## src/rtl/mips_avalon_arbiter_if.sv

```systemverilog
// Bundle of the cache read port, the write-buffer port and the Avalon master bus
// around the MIPS memory arbiter. The arbiter uses the master modport.
interface mips_avalon_arbiter_if;
  logic        rd_req;
  logic [31:0] rd_addr;
  logic        rd_valid;
  logic [31:0] rd_data;

  logic        wb_empty;
  logic [31:0] wb_write_addr;
  logic [31:0] wb_write_data;
  logic [3:0]  wb_write_byteenable;
  logic        wb_write_writeenable;
  logic        wb_active;
  logic        wb_waitrequest;

  logic [31:0] address;
  logic        read;
  logic        write;
  logic [31:0] writedata;
  logic [3:0]  byteenable;
  logic        waitrequest;
  logic [31:0] readdata;

  modport master (
    input  rd_req, rd_addr,
    input  wb_empty, wb_write_addr, wb_write_data, wb_write_byteenable, wb_write_writeenable,
    input  waitrequest, readdata,
    output rd_valid, rd_data, wb_active, wb_waitrequest,
    output address, read, write, writedata, byteenable
  );

  modport slave (
    output rd_req, rd_addr,
    output wb_empty, wb_write_addr, wb_write_data, wb_write_byteenable, wb_write_writeenable,
    output waitrequest, readdata,
    input  rd_valid, rd_data, wb_active, wb_waitrequest,
    input  address, read, write, writedata, byteenable
  );
endinterface

```

## src/rtl/mips_avalon_arbiter.sv

```systemverilog
// Arbitrates one Avalon master port between cache read misses and the write buffer.
// Reads win unless READ_STREAK_MAX consecutive reads have starved a non-empty buffer.
module mips_avalon_arbiter #(
  parameter int unsigned READ_STREAK_MAX = 4
) (
  input  logic                  clk,
  input  logic                  rst,
  mips_avalon_arbiter_if.master bus
);

  typedef enum logic [1:0] {IDLE, READ, WRITE} state_t;

  localparam logic [3:0] STREAK_MAX = 4'(READ_STREAK_MAX);

  state_t      state;
  state_t      state_next;
  logic [3:0]  streak;
  logic [31:0] rd_addr_q;
  logic [31:0] rd_data_q;
  logic        rd_valid_q;
  logic        rd_grant;
  logic        rd_done;
  logic        wr_done;

  assign bus.rd_valid = rd_valid_q;
  assign bus.rd_data  = rd_data_q;

  // NOTE: every output of this block gets a default before the case, so no path
  // leaves a signal unassigned and no latch is inferred.
  always_comb begin
    state_next         = state;
    rd_grant           = 1'b0;
    rd_done            = 1'b0;
    wr_done            = 1'b0;
    bus.address        = '0;
    bus.read           = 1'b0;
    bus.write          = 1'b0;
    bus.writedata      = '0;
    bus.byteenable     = '0;
    bus.wb_active      = 1'b0;
    bus.wb_waitrequest = 1'b1;

    case (state)
      IDLE: begin
        if (bus.rd_req && (bus.wb_empty || streak < STREAK_MAX)) begin
          state_next = READ;
          rd_grant   = 1'b1;
        end else if (!bus.wb_empty) begin
          state_next = WRITE;
        end
      end

      READ: begin
        bus.address    = rd_addr_q;
        bus.read       = 1'b1;
        bus.byteenable = 4'hF;
        if (!bus.waitrequest) begin
          rd_done    = 1'b1;
          state_next = IDLE;
        end
      end

      WRITE: begin
        // The buffer owns the bus here; its head entry passes straight through.
        bus.wb_active      = 1'b1;
        bus.address        = bus.wb_write_addr;
        bus.writedata      = bus.wb_write_data;
        bus.byteenable     = bus.wb_write_byteenable;
        bus.write          = bus.wb_write_writeenable;
        bus.wb_waitrequest = bus.waitrequest;
        if (bus.wb_write_writeenable && !bus.waitrequest) begin
          wr_done    = 1'b1;
          state_next = IDLE;
        end else if (bus.wb_empty && !bus.wb_write_writeenable) begin
          state_next = IDLE;
        end
      end

      default: state_next = IDLE;
    endcase
  end

  // NOTE: state is updated with non-blocking assignments so every register samples
  // the pre-edge values of its neighbours, independent of statement order.
  always_ff @(posedge clk or negedge rst) begin
    if (!rst) begin
      state      <= IDLE;
      streak     <= '0;
      rd_addr_q  <= '0;
      rd_data_q  <= '0;
      rd_valid_q <= 1'b0;
    end else begin
      state      <= state_next;
      rd_valid_q <= rd_done;
      if (rd_grant) rd_addr_q <= bus.rd_addr;
      if (rd_done)  rd_data_q <= bus.readdata;
      // The streak only measures starvation of a buffer that actually holds data.
      if (bus.wb_empty || wr_done) begin
        streak <= '0;
      end else if (rd_done && streak < STREAK_MAX) begin
        streak <= streak + 4'd1;
      end
    end
  end

endmodule

```

## src/flat_wrapper.sv

```systemverilog
// flat-port wrapper written by rule: the top's interface ports become plain ports
module mips_avalon_arbiter_flat 
#(
  parameter int unsigned READ_STREAK_MAX = 4
)
  (clk, rst, bus_rd_req, bus_rd_addr, bus_wb_empty, bus_wb_write_addr, bus_wb_write_data, bus_wb_write_byteenable, bus_wb_write_writeenable, bus_waitrequest, bus_readdata, bus_rd_valid, bus_rd_data, bus_wb_active, bus_wb_waitrequest, bus_address, bus_read, bus_write, bus_writedata, bus_byteenable);
  mips_avalon_arbiter_if bus_i ();
  input  logic clk;
  input  logic rst;
  input wire logic [$bits(bus_i.rd_req)-1:0] bus_rd_req;
  input wire logic [$bits(bus_i.rd_addr)-1:0] bus_rd_addr;
  input wire logic [$bits(bus_i.wb_empty)-1:0] bus_wb_empty;
  input wire logic [$bits(bus_i.wb_write_addr)-1:0] bus_wb_write_addr;
  input wire logic [$bits(bus_i.wb_write_data)-1:0] bus_wb_write_data;
  input wire logic [$bits(bus_i.wb_write_byteenable)-1:0] bus_wb_write_byteenable;
  input wire logic [$bits(bus_i.wb_write_writeenable)-1:0] bus_wb_write_writeenable;
  input wire logic [$bits(bus_i.waitrequest)-1:0] bus_waitrequest;
  input wire logic [$bits(bus_i.readdata)-1:0] bus_readdata;
  output wire logic [$bits(bus_i.rd_valid)-1:0] bus_rd_valid;
  output wire logic [$bits(bus_i.rd_data)-1:0] bus_rd_data;
  output wire logic [$bits(bus_i.wb_active)-1:0] bus_wb_active;
  output wire logic [$bits(bus_i.wb_waitrequest)-1:0] bus_wb_waitrequest;
  output wire logic [$bits(bus_i.address)-1:0] bus_address;
  output wire logic [$bits(bus_i.read)-1:0] bus_read;
  output wire logic [$bits(bus_i.write)-1:0] bus_write;
  output wire logic [$bits(bus_i.writedata)-1:0] bus_writedata;
  output wire logic [$bits(bus_i.byteenable)-1:0] bus_byteenable;
  assign bus_i.rd_req = bus_rd_req;
  assign bus_i.rd_addr = bus_rd_addr;
  assign bus_i.wb_empty = bus_wb_empty;
  assign bus_i.wb_write_addr = bus_wb_write_addr;
  assign bus_i.wb_write_data = bus_wb_write_data;
  assign bus_i.wb_write_byteenable = bus_wb_write_byteenable;
  assign bus_i.wb_write_writeenable = bus_wb_write_writeenable;
  assign bus_i.waitrequest = bus_waitrequest;
  assign bus_i.readdata = bus_readdata;
  assign bus_rd_valid = bus_i.rd_valid;
  assign bus_rd_data = bus_i.rd_data;
  assign bus_wb_active = bus_i.wb_active;
  assign bus_wb_waitrequest = bus_i.wb_waitrequest;
  assign bus_address = bus_i.address;
  assign bus_read = bus_i.read;
  assign bus_write = bus_i.write;
  assign bus_writedata = bus_i.writedata;
  assign bus_byteenable = bus_i.byteenable;
  mips_avalon_arbiter #(.READ_STREAK_MAX(READ_STREAK_MAX)) u_core (.clk(clk), .rst(rst), .bus(bus_i));
endmodule
```

## config.mk

```make
export PLATFORM = sky130hd
export DESIGN_NAME = mips_avalon_arbiter_flat
export DESIGN_NICKNAME = d
export VERILOG_FILES = /design/src/rtl/mips_avalon_arbiter_if.sv /design/src/rtl/mips_avalon_arbiter.sv /design/src/flat_wrapper.sv
export SDC_FILE = /design/constraint.sdc
export NUM_CORES = 1
export LEC_CHECK = 0
export ABC_AREA = 1
export BUFFER_PORTS_ARGS = -buffer_cell sky130_fd_sc_hd__buf_2
export CAP_MARGIN = 10
export CORE_UTILIZATION = 42
export DETAILED_ROUTE_END_ITERATION = 10
export PLACE_DENSITY_LB_ADDON = 0.3
export SLEW_MARGIN = 20
export SYNTH_ARGS = -nofsm -noshare
export SYNTH_HDL_FRONTEND = slang
export SYNTH_SLANG_ARGS = --single-unit
```

## constraint.sdc

```tcl
create_clock -name clk -period 1.85 [get_ports clk]
set_clock_uncertainty 0.15 [all_clocks]
set_input_delay 0.2775 -clock clk [delete_from_list [all_inputs] [get_ports clk]]
set_output_delay 0.2775 -clock clk [all_outputs]
set_load 0.02 [all_outputs]
```

==> results of run 1 <==
==> where the power goes <==
group / switching (mW) / leakage, nW / internal, mW / total, mW
sequential: 0.440 / 0.891 / 2.24 / 2.68
clock: 0.629 / 0.100 / 0.639 / 1.27
combinational: 3.66 / 2.81 / 2.60 / 6.27
==> metrics by stage <==
step | cells | hold WS, ns | TNS, ns
global route | 930 | 0.0196 | -18.22
detailed placement | 837 | 0.0847 | 0
finish | 930 | 0.0351 | -13.33
global placement | 837 | 0.0692 | 0
floorplan | 508 | -0.168 | -0.938
CTS | 921 | 0.000814 | -10.06
==> flip-flops by register name, summed over array words and instances, names as in the netlist <==
signal               flops
u_core.rd_addr_q        32
u_core.state             2
u_core.bus.rd_valid      1
u_core.streak            4
u_core.bus.rd_data      32
==> critical path, stage by stage (launching register included) <==
cell and delay [ns]:
dfrtp_1 0.40, buf_6 0.12, ha_4 0.23, buf_12 0.17
nand2_1 0.19, a21oi_2 0.37, buf_6 0.17
==> layer usage <==
| metal | wire [um] | share of wire |
|---|---|---|
| met1 | 5390 | 0.34 |
| met2 | 7860 | 0.50 |
| met3 | 1720 | 0.11 |
| met4 | 881 | 0.056 |
| met5 | 0 | 0 |
==> worst min-delay path by stage <==
stage                    start                           endpoint  slack, ns  cells after the start
3_5_place_dp               rst       u_core.streak[2]$_DFFE_PN0P_       0.08                      1
4_1_cts        bus_rd_addr[11]   u_core.rd_addr_q[11]$_DFFE_PN0P_     0.0008                      3
3_3_place_gp               rst       u_core.streak[3]$_DFFE_PN0P_       0.07                      1
2_1_floorplan              rst  u_core.bus.rd_data[0]$_DFFE_PN0P_      -0.17                      0
5_1_grt        bus_rd_addr[11]   u_core.rd_addr_q[11]$_DFFE_PN0P_       0.02                      3
6_report       bus_rd_addr[11]   u_core.rd_addr_q[11]$_DFFE_PN0P_       0.04                      3
==> Yosys cell counts (all sizes together) <==
cell	number
nand3	3
dfrtp	71
nand2	308
nor2	6
o21ai	2
nor3	1
nand3b	1
buf	27
a21oi	38
a21boi	1
inv	45
ha	4
clkinv	1
==> logic make-up (layout without fill, tap and decap cells) <==
| family | Yosys count | count (layout) |
|---|---|---|
| compound gates | 41 | 41 |
| fa+ha+maj | 4 | 4 |
| buf+inv | 73 | 389 |
| flops | 71 | 71 |
| other cells | 0 | 1 |
| simple gates | 319 | 319 |
==> timing repair <==
action / CTS / global route
hold buffers: 62 / 0
setup endpoints to repair: 72 / 94
gates resized for setup: 56 / 137
buffers inserted: 2 / 2
pin swaps: 0 / 8
hold endpoints to repair: 89 / 0
gates cloned: 4 / 6
==> layout make-up <==
cell class | count | share of cell area
repair buffers | 327 | 0.387
inverters | 46 | 0.0276
diodes | 1 | 0.000373
clock buffers | 9 | 0.0184
flip-flops and latches | 71 | 0.265
clock inverters | 7 | 0.0121
multi-input cells | 364 | 0.270
well taps | 105 | 0.0196
==> results.yml, run 1 <==
finish:
  nets: 961
  area_growth_syn_to_layout_pct: 85.0
  final_design_area_no_fill_um2: 6710
  fillCellCount: 474
  multi_input_area_um2: 1810
  final_cell_mix: "nand2_1, buf_2, dfrtp_1, dlygate4sd3_1, buf_6"
  post-route-util: 0.809
  final_common_cell: "nand2_1"
  drive_gt1_frac: 0.460
  regArea_um2: 1780
setup_path:
  cp_max_fo: 13
  r2r_start: "u_core.state[0]$_DFFE_PN0P_"
  worstPathRequired_ns: 1.42
  crit_path_end_kind: "primary output"
  crit_end: "bus_byteenable[2]"
  cp-startpoint: "u_core.state[1]$_DFFE_PN0P_"
  crit_type: "register to primary output"
  rr_worst_depth: 7
  cp-start-kind: "register"
  r2r_end: "u_core.bus.rd_data[29]$_DFFE_PN0P_"
  crit_arrival_ns: 2.00
  r2r_setup_slack_ns: 0.06
timing:
  finalWorstSetupSlack_ns: -0.573
  setup_viol: 72
  fin_crit_sh: 1.31
  drv_slew: 0
  hold_viol: 0
  finalCriticalPeriod_ns: 2.42
  fmax_mhz: 413
  worst-slew-pin-transition_ns: 0.389
  slew_headroom: 0.740
  rsz0062_at_grt: "yes"
detailed_routing:
  drt_iter0_drc: 307
  drcViolationCount: 0
  finalWirelength_mm: 15.9
  num_vias: 4841
  wl_per_cell_um: 17.0
  vias_per_cell: 5.21
  route.antenna.remaining_nets: 0
  firstDrtPassIters: 5
status:
  status: "finished, violations left"
  violations: "negative setup slack"
synthesis:
  synth_fp_nets: 650
  yosysSeqAreaShare: 0.490
  post-synth-top-area-cell: "dfrtp_1"
  synth_compound_area_frac: 0.0572
  ys_types: 22
  synthAdderAreaFrac: 0.0138
  synth_xor_area_frac: 0
  syn_inst: 508
  netlist_area_um2: 3630
  yosysTopAreaCellShare: 0.490
  synth_top_family_by_area: "simple AND/OR/NAND/NOR gates"
  synth.avg_cell_area_um2: 7.14
  ys_ff_latch: 71
  yosysWarnings: 0
  muxShareOfSynthArea: 0
  synth-simple-area-share: 0.342
  ys_top_cells_by_area: "dfrtp_1, nand2_1, a21oi_1"
grt:
  grt_pass1_wl_mm: 18.9
  met3_usage: 0.0572
  busiest_layer: "met2"
  grt_max_degree: 44
  grt_pass1_vias: 4193
  grt.overflow.total: 0
  grtUsageMet1: 0.306
  use_met2: 0.521
  antenna_found_initial: 1
  grtUsageTotal: 0.276
die:
  io_pins: 243
  initial_utilization: 0.437
  die-area_um2: 9010
  coreArea_um2: 8300
  rows: 33
  die_h_um: 94.9
  die_w_um: 94.9
placement:
  dp_slack_ns: 0.0806
  placed_area_um2: 5030
  place.gp.congestion: 0.765
  dp_hpwl_mm: 7.45
  port_buffers: 242
clocking:
  cts_buffers: 9
  cts_tree: "built"
  cts.htree.levels: 3
  cts.sinks: 71
  clkLatencyLatePin_ns: 0.33
  clkTransAtPathRegs_ns: 0.08
  clockRootBuffer: "clkbuf_8"
  clock_path_buffers: 2
power_and_ir_drop:
  power_leakage_nw: 3.80
  p_per_area_nw_per_um2: 1520
  finalPower_mw: 10.2
  peakVddDrop_mv: 0.901
run:
  timing.max_cap.violations: 0
min_path:
  hold_path.class: "input pin to register"
Power figures use the tool's default switching activity.
==> run 2, diff against run 1 <==
- SETUP_SLACK_MARGIN: unset -> 0.02
==> run 2 against run 1 <==
Net effect:
- the run still ends with negative setup slack left
- cell area shrank 0.65%
- count of clock-buffer cells in the layout unchanged
- cell count fell by 0.43%
- power fell by 3.0%
- register-to-register slack better by 0.05 ns
- hold slack worse by 0.018 ns
- global-route usage rose by 3.5 points
- via count shrank 6.3%
- die area unchanged
==> results.yml, run 2 (synthesis gave the netlist of run 1 again) <==
setup_path:
  crit_type: "register to primary output"
  crit_path_end_kind: "primary output"
  cp-start-kind: "register"
  crit_arrival_ns: 1.66
  worstPathRequired_ns: 1.42
  cp_max_fo: 10
status:
  violations: "negative setup slack"
  status: "finished, violations left"
finish:
  drive_gt1_frac: 0.458
  post-route-util: 0.804
  final_common_cell: "nand2_1"
  instances_no_fill: 926
  diodes: 0
  area_growth_syn_to_layout_pct: 83.8
  nets: 958
  final_cell_mix: "nand2_1, buf_2, dfrtp_1, dlygate4sd3_1, buf_6"
placement:
  port_buffers: 242
  place.gp.congestion: 0.747
  dp_slack_ns: 0.0744
  dp_hpwl_mm: 7.77
  dp.cells: 839
die:
  die_h_um: 94.9
  die-area_um2: 9010
  coreArea_um2: 8300
  initial_utilization: 0.437
  die_w_um: 94.9
  rows: 33
  io_pins: 243
timing:
  rsz0062_at_grt: "yes"
  finalCriticalPeriod_ns: 2.09
  fmax_mhz: 480
  setup_viol: 71
  hold_viol: 0
  finalWorstSetupSlack_ns: -0.235
  fin_crit_sh: 1.13
  slew_headroom: 0.744
  worst-slew-pin-transition_ns: 0.384
  drv_slew: 0
  fin_setup_tns_ns: -10.45
clocking:
  clkTransAtPathRegs_ns: 0.07
  clkLatencyLatePin_ns: 0.33
  cts_buffers: 9
  cts.sinks: 71
  clock_path_buffers: 2
  clockRootBuffer: "clkbuf_8"
  cts_tree: "built"
  cts.htree.levels: 3
grt:
  busiest_layer: "met2"
  grt.overflow.total: 0
  antenna_found_initial: 0
  grt_pass1_wl_mm: 21.3
  grtUsageTotal: 0.311
  grt_max_degree: 34
  use_met2: 0.588
  met3_usage: 0.0548
  grtUsageMet1: 0.344
  grt_pass1_vias: 4569
min_path:
  hold_path.class: "input pin to register"
detailed_routing:
  drcViolationCount: 0
  route.antenna.remaining_nets: 0
  finalWirelength_mm: 14.4
  firstDrtPassIters: 5
  wl_per_cell_um: 15.5
  drt_iter0_drc: 183
  num_vias: 4536
  vias_per_cell: 4.90
power_and_ir_drop:
  p_per_area_nw_per_um2: 1480
  peakVddDrop_mv: 0.838
  finalPower_mw: 9.90
  power_leakage_nw: 3.75
run:
  timing.max_cap.violations: 0
## run 2: critical path, cell delays in order, from the launching register on
cell and delay (ns):
dfrtp_1 0.40, inv_2 0.11, ha_4 0.25, buf_12 0.16, nand2_1 0.10, a21oi_2 0.17
buf_6 0.14
## run 2: final timing paths
path	startpoint	end	slack, ns	cells past startpoint
max	u_core.state[0]$_DFFE_PN0P_	bus_address[23]	-0.24	6
min	bus_rd_addr[15]	u_core.rd_addr_q[15]$_DFFE_PN0P_	0.02	3
max reg2reg	u_core.state[0]$_DFFE_PN0P_	u_core.bus.rd_data[11]$_DFFE_PN0P_	0.11	7
min reg2reg	u_core.bus.rd_data[9]$_DFFE_PN0P_	u_core.bus.rd_data[9]$_DFFE_PN0P_	0.33	2
max in group asynchronous	rst	u_core.bus.rd_data[27]$_DFFE_PN0P_	0.74	3
min in group asynchronous	rst	u_core.rd_addr_q[20]$_DFFE_PN0P_	0.29	2
## run 2: metrics by stage
step	hold WS [ns]	instance area, um^2
floorplan	-0.168	3770
global placement	0.0638	5100
detailed placement	0.0721	5100
CTS	0.00217	6520
global route	0.0184	6670
finish	0.0168	6670
## run 2: routing by layer
| metal | up-vias | share of wire |
|---|---|---|
| met5 | - | 0 |
| met4 | 0 | 0.016 |
| met3 | 25 | 0.069 |
| met2 | 227 | 0.55 |
| met1 | 2151 | 0.37 |
| li1 | 2133 | - |
## run 2: area by class of cell
| type | instances | area (um^2) |
|---|---|---|
| sequential | 71 | 1780 |
| clock buffer | 9 | 124 |
| inverter | 46 | 193 |
| multi-input combinational | 364 | 1790 |
| fill | 490 | 1630 |
| tap | 105 | 131 |
| timing repair buffer | 324 | 2560 |
| clock inverter | 7 | 97.6 |
## run 2: repair_timing
| action | in CTS | in global routing |
|---|---|---|
| endpoints found under the hold margin | 85 | 0 |
| pin swaps | 2 | 0 |
| setup endpoints to repair | 71 | 98 |
| hold buffers | 60 | 0 |
| setup buffers | 4 | 1 |
| gates resized for setup | 148 | 48 |
| gates cloned | 5 | 1 |
## run 2: power by group
group	internal (mW)	switching [mW]
clock network	0.761	0.606
logic	2.47	3.43
registers	2.23	0.392
total	5.47	4.43
==> run 3, diff against run 2 <==
- CORE_ASPECT_RATIO: unset -> 0.75
==> run 3 against run 2 <==
Net effect:
- the run still ends with negative setup slack left
- fmax decreased by 2.1%
- count of clock-buffer cells in the layout is the same
- flip-flop and latch count is the same
- cell area fell by 5.1%
- largest cell class unchanged
- highest routed layer unchanged
==> results.yml, run 3 (synthesis gave the netlist of run 1 again) <==
grt:
  grt.overflow.total: 0
  antenna_found_initial: 0
  grt_pass1_wl_mm: 19.2
  grt_max_degree: 72
  grt_pass1_vias: 4028
  grtUsageTotal: 0.281
detailed_routing:
  vias_per_cell: 4.94
  firstDrtPassIters: 6
  drcViolationCount: 0
  finalWirelength_mm: 13.9
  num_vias: 4469
  wl_per_cell_um: 15.3
  drt_iter0_drc: 255
  route.antenna.remaining_nets: 0
setup_path:
  critPathMaxStageDelay_ns: 0.38
  r2r_start: "u_core.state[0]$_DFFE_PN0P_"
  cp-start-kind: "register"
  cpMaxStageDelayCell: "dfrtp_1"
  cp-startpoint: "u_core.state[0]$_DFFE_PN0P_"
  r2r_end: "u_core.bus.rd_data[12]$_DFFE_PN0P_"
  worst_path_most_repeated_cell: "buf_6"
  crit_arrival_ns: 1.70
  crit_type: "register to primary output"
  path_cells: "inv_2, ha_4, buf_12, buf_6, nand2_1, a21oi_2, buf_6"
  crit_end: "bus_address[3]"
  r2r_setup_slack_ns: 0.08
  rr_worst_depth: 7
  cp_max_fo: 6
  worstPathRequired_ns: 1.42
  crit_path_end_kind: "primary output"
finish:
  final_cell_mix: "nand2_1, buf_2, dfrtp_1, inv_1, dlygate4sd3_1"
  final_design_area_no_fill_um2: 6330
  nets: 937
  final_common_cell: "nand2_1"
  area_growth_syn_to_layout_pct: 74.4
  post-route-util: 0.779
  diodes: 0
  drive_gt1_frac: 0.436
placement:
  dp_hpwl_mm: 7.49
  placed_area_um2: 5060
  place.gp.congestion: 0.792
  port_buffers: 242
die:
  io_pins: 243
  die-area_um2: 9020
  initial_utilization: 0.446
  coreArea_um2: 8130
  die_h_um: 82.5
  die_w_um: 109
  rows: 28
min_path:
  hold_path.class: "input pin to register"
clocking:
  cts_tree: "built"
  clkTransAtPathRegs_ns: 0.06
  cts.sinks: 71
  clock_path_buffers: 2
  clkLatencyLatePin_ns: 0.32
  cts_buffers: 9
  clockRootBuffer: "clkbuf_16"
  cts.htree.levels: 3
timing:
  hold_viol: 0
  worst-slew-pin-transition_ns: 0.537
  rsz0062_at_grt: "yes"
  drv_slew: 0
  setup_viol: 70
  finalCriticalPeriod_ns: 2.13
  fin_crit_sh: 1.15
  finalWorstSetupSlack_ns: -0.279
  fmax_mhz: 470
  slew_headroom: 0.642
power_and_ir_drop:
  peakVddDrop_mv: 1.23
  power_leakage_nw: 3.65
  p_per_area_nw_per_um2: 1600
  finalPower_mw: 10.1
status:
  violations: "negative setup slack"
  status: "finished, violations left"
run:
  timing.max_cap.violations: 0
run 3: layer usage:
| metal | track usage | vias to the layer above | part of all wire |
|---|---|---|---|
| met5 | 0 | - | 0 |
| met4 | 0.0893 | 0 | 0.020 |
| met3 | 0.0691 | 31 | 0.091 |
| met2 | 0.493 | 284 | 0.50 |
| met1 | 0.344 | 2058 | 0.38 |
| li1 | - | 2096 | - |
run 3: worst min-delay path by stage:
stage | start | to | cells after the start
3_3_place_gp | rst | u_core.bus.rd_data[7]$_DFFE_PN0P_ | 2
5_1_grt | bus_rd_addr[20] | u_core.rd_addr_q[20]$_DFFE_PN0P_ | 3
2_1_floorplan | rst | u_core.bus.rd_data[0]$_DFFE_PN0P_ | 0
3_5_place_dp | rst | u_core.bus.rd_data[3]$_DFFE_PN0P_ | 2
4_1_cts | bus_rd_addr[19] | u_core.rd_addr_q[19]$_DFFE_PN0P_ | 3
6_report | bus_rd_addr[8] | u_core.rd_addr_q[8]$_DFFE_PN0P_ | 3
run 3: worst max-delay path, delay by kind of cell (launching register included):
kind,cells,cell delay (ns)
simple gates,1,0.10
flops,1,0.38
buf+inv,4,0.50
compound gates,1,0.21
fa+ha+maj,1,0.19
run 3: what timing repair did:
action	4_1_cts	5_1_grt
endpoints found under the setup margin	72	101
pin swaps	1	3
resized for setup	63	44
hold buffers	36	0
setup buffers	2	6
gates cloned	5	5
hold endpoints to repair	106	0
run 3: through the flow:
step                worst slack (ns)  instances  hold slack [ns]  TNS, ns
finish                        -0.279        905          0.00587    -9.22
global route                  -0.350        905          0.00387   -14.00
floorplan                     0.0189        508           -0.168        0
detailed placement            0.0733        836            0.181        0
CTS                           -0.151        895         0.000403    -6.37
global placement               0.147        836            0.175        0
run 3: cell type report:
class                      instances  area, um^2
timing repair buffer             303        2210
fill                             545        1800
sequential                        71        1780
multi-input combinational        364        1730
clock buffer                       9         225
inverter                          46         193
tap                              105         131
clock inverter                     7        55.1
run 3: power breakdown:
group	total, mW	internal [mW]	switching (mW)
clock	1.61	0.921	0.691
sequential	2.65	2.24	0.411
combinational	5.88	2.43	3.45
total	10.1	5.59	4.55
